<file path="src/rtl/irq_controller.sv">
// Interrupt arbiter with nested return stack: synchronises hardware lines, prioritises them
// against a software trap, and emits a one-cycle PC redirect for each take or return.
module irq_controller #(
  parameter int unsigned     NUM_SRC    = 8,
  parameter int unsigned     PC_W       = 16,
  parameter int unsigned     DEPTH      = 4,
  parameter logic [PC_W-1:0] VEC_BASE   = 16'h0010,
  parameter int unsigned     VEC_STRIDE = 4
) (
  input  logic               clk,
  input  logic               rst,
  input  logic [NUM_SRC-1:0] irq_in,
  input  logic               sw_int,
  input  logic [3:0]         sw_index,
  input  logic               eret,
  input  logic [PC_W-1:0]    normal_next_pc,
  input  logic               mask_we,
  input  logic [NUM_SRC-1:0] mask_wdata,
  output logic               redirect,
  output logic [PC_W-1:0]    redirect_pc,
  output logic [4:0]         cause,
  output logic [NUM_SRC-1:0] pending,
  output logic [NUM_SRC-1:0] mask,
  output logic [3:0]         depth,
  output logic               overflow
);
  localparam int unsigned PTR_W = (DEPTH > 1) ? $clog2(DEPTH) : 1;
  localparam int unsigned SLOTS = 1 << PTR_W;

  typedef enum logic [1:0] {IDLE, REDIR, SETTLE} state_t;
  state_t state, state_n;

  logic [NUM_SRC-1:0] sync1, sync2, sync3, edges, req, clr;
  logic [PC_W-1:0]    stk_pc    [SLOTS];
  logic [4:0]         stk_cause [SLOTS];
  logic [PTR_W-1:0]   top_ptr, push_ptr;
  logic [4:0]         top_cause;
  logic               sw_hold, sw_req;
  logic [3:0]         sw_hold_idx, sw_idx;
  logic               hw_any, hw_ok;
  logic [3:0]         hw_idx, take_idx;
  logic               idle, full, do_ret, sw_take, sw_drop, hw_take;
  logic [PC_W-1:0]    take_vec;

  function automatic logic [PC_W-1:0] vec_addr(input logic is_sw, input logic [3:0] idx);
    logic [31:0] slot, off;
    slot = 32'(idx) + (is_sw ? 32'(NUM_SRC) : 32'd0);
    off  = slot * 32'(VEC_STRIDE);
    return VEC_BASE + off[PC_W-1:0];
  endfunction

  assign edges     = sync2 & ~sync3;
  assign req       = pending & mask;
  assign top_ptr   = PTR_W'(depth - 4'd1);
  assign push_ptr  = PTR_W'(depth);
  assign top_cause = stk_cause[top_ptr];
  assign cause     = (depth == '0) ? '0 : top_cause;
  assign redirect  = (state == REDIR);

  always_comb begin
    hw_any = 1'b0;
    hw_idx = '0;
    for (int unsigned i = NUM_SRC; i > 0; i--) begin
      if (req[i-1]) begin
        hw_any = 1'b1;
        hw_idx = 4'(i - 1);
      end
    end
  end

  // A held software trap outranks a fresh pulse so traps are served in arrival order.
  always_comb begin
    idle     = (state == IDLE);
    full     = (depth == 4'(DEPTH));
    sw_req   = sw_hold | sw_int;
    sw_idx   = sw_hold ? sw_hold_idx : sw_index;
    hw_ok    = (depth == '0) | (~top_cause[4] & (hw_idx < top_cause[3:0]));
    do_ret   = idle & eret & (depth != '0);
    sw_take  = idle & ~do_ret & sw_req & ~full;
    sw_drop  = idle & ~do_ret & sw_req & full;
    hw_take  = idle & ~do_ret & ~sw_req & hw_any & ~full & hw_ok;
    take_idx = sw_take ? sw_idx : hw_idx;
    take_vec = vec_addr(sw_take, take_idx);
    clr      = '0;
    for (int unsigned i = 0; i < NUM_SRC; i++) begin
      clr[i] = hw_take & (hw_idx == 4'(i));
    end
  end

  always_comb begin
    state_n = state;
    case (state)
      IDLE:    if (do_ret | sw_take | hw_take) state_n = REDIR;
      REDIR:   state_n = SETTLE;
      SETTLE:  state_n = IDLE;
      default: state_n = IDLE;
    endcase
  end

  always_ff @(posedge clk or posedge rst) begin
    if (rst) state <= IDLE;
    else     state <= state_n;
  end

  always_ff @(posedge clk or posedge rst) begin
    if (rst) begin
      sync1       <= '0;
      sync2       <= '0;
      sync3       <= '0;
      pending     <= '0;
      mask        <= '1;
      depth       <= '0;
      redirect_pc <= '0;
      overflow    <= 1'b0;
      sw_hold     <= 1'b0;
      sw_hold_idx <= '0;
      for (int unsigned i = 0; i < SLOTS; i++) begin
        stk_pc[i]    <= '0;
        stk_cause[i] <= '0;
      end
    end else begin
      sync1   <= irq_in;
      sync2   <= sync1;
      sync3   <= sync2;
      pending <= (pending & ~clr) | edges;
      if (mask_we) mask <= mask_wdata;
      if (sw_drop) overflow <= 1'b1;
      if (sw_take | sw_drop) begin
        sw_hold <= 1'b0;
      end else if (sw_int & ~sw_hold) begin
        sw_hold     <= 1'b1;
        sw_hold_idx <= sw_index;
      end
      if (do_ret) begin
        depth       <= depth - 4'd1;
        redirect_pc <= stk_pc[top_ptr];
      end else if (sw_take | hw_take) begin
        stk_pc[push_ptr]    <= normal_next_pc;
        stk_cause[push_ptr] <= {sw_take, take_idx};
        depth               <= depth + 4'd1;
        redirect_pc         <= take_vec;
      end
    end
  end
endmodule

</file>
<file path="config.mk">
export PLATFORM = sky130hd
export DESIGN_NAME = irq_controller
export DESIGN_NICKNAME = d
export VERILOG_FILES = /design/src/rtl/irq_controller.sv
export SDC_FILE = /design/constraint.sdc
export NUM_CORES = 1
export LEC_CHECK = 0
export BUFFER_PORTS_ARGS = -buffer_cell sky130_fd_sc_hd__buf_2
export CORE_MARGIN = 10
export CORE_UTILIZATION = 55
export CTS_CLUSTER_DIAMETER = 100
export DETAILED_ROUTE_END_ITERATION = 7
export PLACE_DENSITY = 0.74
export SLEW_MARGIN = 20
export SYNTH_ARGS = -nofsm -noshare
export SYNTH_HDL_FRONTEND = slang
export SYNTH_SLANG_ARGS = --single-unit
</file>
<file path="constraint.sdc">
create_clock -name clk -period 10.4 [get_ports clk]
set_input_delay 2.6 -clock clk [delete_from_list [all_inputs] [get_ports clk]]
set_output_delay 2.6 -clock clk [all_outputs]
set_load 0.01 [all_outputs]
</file>
# Word-level counts from Yosys, hierarchy flattened
# Cells that the tools add are included.
[totals]
register_bits = 152
inputBits = 41
output_inout_bits = 43
wordCells = 126
[op_classes]
addsub = 4
n_lt_le_gt_ge = 4
n_eq_ne = 10
n_mux = 40
n_bitwise = 40
reduce_logical = 9
[ops]
columns = ["op", "count"]
rows = [
  ["16-bit two-way mux", 5],
  ["64-bit bitwise mux", 1],
  ["4-bit two-way mux", 12],
  ["16-bit binary-select mux with 2-bit select", 1],
  ["16-bit demux with 2-bit select", 1],
  ["8-bit bitwise AND", 3],
  ["1-bit bitwise AND", 20],
  ["20-bit bitwise mux", 1],
  ["4-bit by 3-bit == test with 1-bit output (second input constant)", 5],
  ["5-bit two-way mux", 4],
  ["8-bit NOT", 2],
  ["5-bit binary-select mux with 2-bit select", 1],
  ["5-bit demux with 2-bit select", 1],
  ["1-bit two-way mux", 10],
  ["5-bit by 7-bit adder with 8-bit output (first input constant)", 1],
  ["4-bit by 2-bit == test with 1-bit output (second input constant)", 2],
  ["4-bit zero test", 2],
  ["8-bit bitwise OR", 1],
  ["3-bit greater-or-equal comparator (second input constant)", 2],
  ["1-bit NOT", 6],
  ["2-bit NOT with 3-bit output", 2],
  ["1-bit bitwise OR", 6],
  ["4-bit by 4-bit adder with 5-bit output", 1],
  ["4-bit by 1-bit adder with 4-bit output (second input constant)", 1],
  ["other kinds (14)", 16],
]

# Depth between registers and ports, before layout
[logic_depth]
ltp_word = 17
mapped_depth = 18
ltp_nobuf = 11

# Least setup slack after synthesis
# No wires, ideal clock.
[synth_timing]
path_type = "reg2out"
startpoint = "register depth[0]"
endpoint = "output cause[2]"
arrival_ps = 3012
t_required_ps = 7800
setup_slack_ps = 4788
stages_incl_launch_ff = 11
path_buffers = 5
cell_sequence = "dfrtp_1 buf_6 buf_2 clkbuf_1 inv_1 ha_1 clkbuf_1 buf_1 mux4_2 inv_1 nor2_1"
[synth_between]
elab_chain_cells = 6
word_cells_on_any_way = 7
cone_classes = "add/sub (1); mux (4); bitwise (1); reduce/logical (1)"
[synth_rtl]
columns = ["element", "line_no", "source"]
rows = [
  ["start, declared", "24", "output logic [3:0] depth,"],
  ["start signal, assigned", "135", "depth <= depth - 4'd1;"],
  ["start signal, assigned", "140", "depth <= depth + 4'd1;"],
  ["4-bit by 1-bit subtractor with 4-bit output", "-", ""],
  ["named net top_ptr[0]", "36", "logic [PTR_W-1:0] top_ptr, push_ptr;"],
  ["2-bit NOT with 3-bit output (not written as such)", "56", "assign top_cause = stk_cause[top_ptr];"],
  ["5-bit binary-select mux with 2-bit select", "56", ""],
  ["5-bit two-way mux (not written as such) (2 in series)", "56", ""],
  ["5-bit two-way mux", "57", "assign cause = (depth == '0) ? '0 : top_cause;"],
  ["end, declared", "21", "output logic [4:0] cause,"],
]
# The timed path passes the listed nets, and every way through them passes these cells. The select of a mux whose other input is x is not followed.

# Worst setup path after layout
[layout_timing]
startpoint = "register depth[1]"
endpoint = "output cause[3]"
[layout_between]
elab_chain_cells = 6
word_cells_on_any_way = 7
cone_classes = "add/sub (1); mux (4); bitwise (1); reduce/logical (1)"
[layout_rtl]
columns = ["element", "line_no"]
rows = [
  ["4-bit by 1-bit subtractor with 4-bit output", "-"],
  ["2-bit NOT with 3-bit output (not written as such)", "56"],
  ["5-bit binary-select mux with 2-bit select", "56"],
  ["5-bit two-way mux (not written as such) (2 in series)", "56"],
  ["5-bit two-way mux (*)", "57"],
]
# Every way passes the cells marked *; elsewhere a longest branch is shown, timed or not. The select of a mux whose other input is x is not followed.

==> impl_metrics.json <==
{
  "cts_made_buffers": 17,
  "grt_use_total": 0.179,
  "cts.sinks": 152,
  "cts.repair.resized": 0,
  "postRouteWirelength_um": 14200,
  "viasPerCell": 5.77,
  "final_util": 0.645,
  "wl_per_cell_um": 19.8,
  "period_needed_ns": 4.82,
  "synth-main-ff-cell": "dfrtp_1",
  "fill_cells": 884,
  "firstDrtPassIters": 4,
  "cts_setup_buffers": 0,
  "start_util": 0.560,
  "drive_gt1_frac": 0.436,
  "multi_input_area_um2": 2670,
  "post-route-period-util": 0.464,
  "rsz0062_at_grt": "no",
  "tightestPinTransition_ns": 0.842,
  "grt_pass1_vias": 4358,
  "synth_top_area_share": 0.538,
  "antenna_found_initial": 0,
  "num_vias": 4121,
  "pin_count": 84,
  "portBuffers": 83,
  "status": "complete, no violations",
  "area_growth_pct": 15.2,
  "cap_violations": 0,
  "setup_ws_ns": 5.58,
  "endpoint_kind": "primary output",
  "setup-tns-final_ns": 0,
  "p_sw_frac": 0.344,
  "netlist_area_um2": 6700,
  "min-delay-start": "sync1[3]",
  "vdd_ir_drop_max_uv": 151,
  "seq_area_um2": 3810,
  "p_per_area_nw_per_um2": 330,
  "max-slew-margin-rel": 0.439,
  "yosysWarnings": 0,
  "max-clock-path-buffers": 2,
  "rr_endpoint": "stk_pc[37]",
  "crit_path_start_kind": "flip-flop",
  "required_ns": 7.80,
  "pwr-share-comb": 0.414,
  "die_y_um": 130,
  "cts-root-buf": "clkbuf_16",
  "grt_max_degree": 97,
  "clkTransAtPathRegs_ns": 0.06,
  "whs_path_depth": 0,
  "yosys.area.top_type": "dfrtp_1",
  "stdcell_count": 714,
  "p_sw_w": 0.000875,
  "drv_slew": 0,
  "syn_nets": 521,
  "reg2reg_from": "depth[1]",
  "synth-edff-count": 0,
  "power_frac_clock": 0.217,
  "gr-total-overflow": 0,
  "syn_area_per_cell_um2": 14.2,
  "grt_first_pass_wirelength_um": 23300,
  "core_region_area_um2": 12000,
  "fin_nets": 605,
  "dpl.hpwl_um": 9570,
  "hold_class": "reg -> reg",
  "remaining_drc_errors": 0,
  "cts.htree.levels": 4,
  "dpl_cell_area_um2": 7190,
  "antenna_left": 0,
  "ys_seq_elements": 152,
  "ctsHoldBuffers": 0,
  "die_x_um": 130,
  "diodes": 0,
  "cts_tree": "built",
  "place.gp.congestion": 0.916,
  "dp.cells": 685,
  "min_to": "sync2[3]",
  "crit_path_max_fanout": 7,
  "r2r_cells": 11,
  "synth_cell_types": 56,
  "crit_arrival_ns": 2.22,
  "num_rows": 40,
  "p_int_w": 0.00167,
  "pwr-share-seq": 0.369,
  "fin_skew_ns": 0.00684,
  "fin_area_um2": 7720,
  "synthArstFlopShare": 1.00,
  "place_ws_ns": 5.20,
  "ys_top_cells_by_area": "dfrtp_1 54%, mux2_2 12%, mux4_2 6.4%",
  "worstSetupPathType": "reg -> out",
  "drtIter0Drc": 331,
  "hold_viol": 0,
  "clk_latency_ns": 0.42,
  "fmax_mhz": 207,
  "die_area_um2": 17000,
  "r2r_setup_slack_ns": 6.65,
  "setup_violations": 0,
  "synthCells": 473,
  "power_leakage_nw": 3.53,
  "synth.yosys.seq_area_share": 0.569
}
==> final cells by class <==
class	instances	share of cell area
tap	147	0.0238
timing repair buffer	88	0.0587
clock inverter	10	0.0107
inverter	18	0.00940
sequential	152	0.494
clock buffer	19	0.0574
multi-input combinational	280	0.346
==> critical path: stages, from the launching register on <==
cell	delay, ns
dfrtp_1	0.49
inv_1	0.10
ha_1	0.46
mux4_2	0.43
and2_1	0.20
buf_2	0.14
==> logic make-up (layout without fill, tap and decap cells) <==
| group | after synthesis | count (layout) | synth area share |
|---|---|---|---|
| xor gates and xnor gates | 4 | 4 | 0.00523 |
| muxes | 121 | 121 | 0.250 |
| AOI/OAI and AO/OA | 63 | 63 | 0.0663 |
| adders and majority gates | 7 | 7 | 0.0131 |
| DFF | 152 | 152 | 0.569 |
| and+or+nand+nor | 85 | 85 | 0.0645 |
| buffers and inverters | 41 | 135 | 0.0319 |
==> metal layers <==
layer / vias to the layer above / global-route usage / wire, µm
met2: 109 / 0.271 / 6600
met4: 0 / 0.0647 / 197
met3: 19 / 0.0535 / 945
met5: - / 0 / 0
li1: 1870 / - / -
met1: 2123 / 0.239 / 6410
==> how the worst max path moves through the flow <==
stage                        start  slack (ns)  cells past startpoint             to
final                     depth[1]        5.58                      5       cause[3]
after detailed placement      eret        5.20                      7     stk_pc[34]
after global routing          eret        5.38                      7  stk_cause[17]
after CTS                 depth[0]        5.55                      4       cause[3]
after global placement        eret        5.22                      7  stk_cause[12]
after floorplan                rst        3.72                      1       depth[0]
==> cell usage in the layout, fill, tap and decap left out, drive strengths merged, types with 2 or more instances in the layout <==
cell	Yosys	final
dfrtp	144	144
mux2	95	95
buf	14	88
nand2	35	35
o21ai	33	33
mux4	21	21
clkbuf	9	19
inv	18	18
nor2	12	12
and2	9	9
dfstp	8	8
nand3	8	8
ha	7	7
clkinv	0	6
a21oi	6	6
a22oi	5	5
mux2i	5	5
nor2b	3	3
nand2b	3	3
nor3	3	3
xnor2	3	3
a221o	3	3
clkinvlp	0	3
a32o	2	2
or2	2	2
nor3b	2	2
a31o	2	2
a2111oi	2	2
==> power groups by stage <==
stage	Sequential, W	Clock [W]	Combinational [W]
after floorplan	0.000921	0	0.000812
after CTS	0.000938	0.000564	0.00106
after global placement	0.000930	0	0.00103
after global routing	0.000967	0.000588	0.00115
after detailed placement	0.000946	0	0.00105
final	0.000939	0.000553	0.00105
==> flip-flops by register name (all words and copies together), names as in the netlist <==
register,flops
sync1,8
sync2,8
redirect_pc,16
sw_hold,1
pending,8
depth,4
mask,8
stk_cause,20
overflow,1
sync3,8
sw_hold_idx,4
state,2
stk_pc,64
==> synthesized netlist by cell type (3+ instances only) <==
cell type / number
nor2b_1: 3
buf_2: 3
mux2_4: 19
buf_6: 5
clkbuf_1: 9
nand2b_1: 3
buf_4: 5
nor2_1: 11
dfstp_2: 8
inv_1: 18
mux2_1: 6
xnor2_1: 3
o21ai_1: 8
a22oi_1: 5
nand3_1: 5
ha_1: 7
mux2_2: 70
nor3_1: 3
and2_1: 9
mux2i_1: 5
o21ai_0: 25
mux4_2: 19
dfrtp_1: 144
a21oi_1: 5
a221o_1: 3
nand3_2: 3
nand2_1: 35
==> per-stage QoR <==
stage	hold slack, ns	power [W]
finish	0.343	0.00255
global route	0.348	0.00270
CTS	0.344	0.00256
global placement	0.333	0.00196
detailed placement	0.336	0.00200
floorplan	0.331	0.00173
Note: power is estimated with default switching activity, not from simulation.
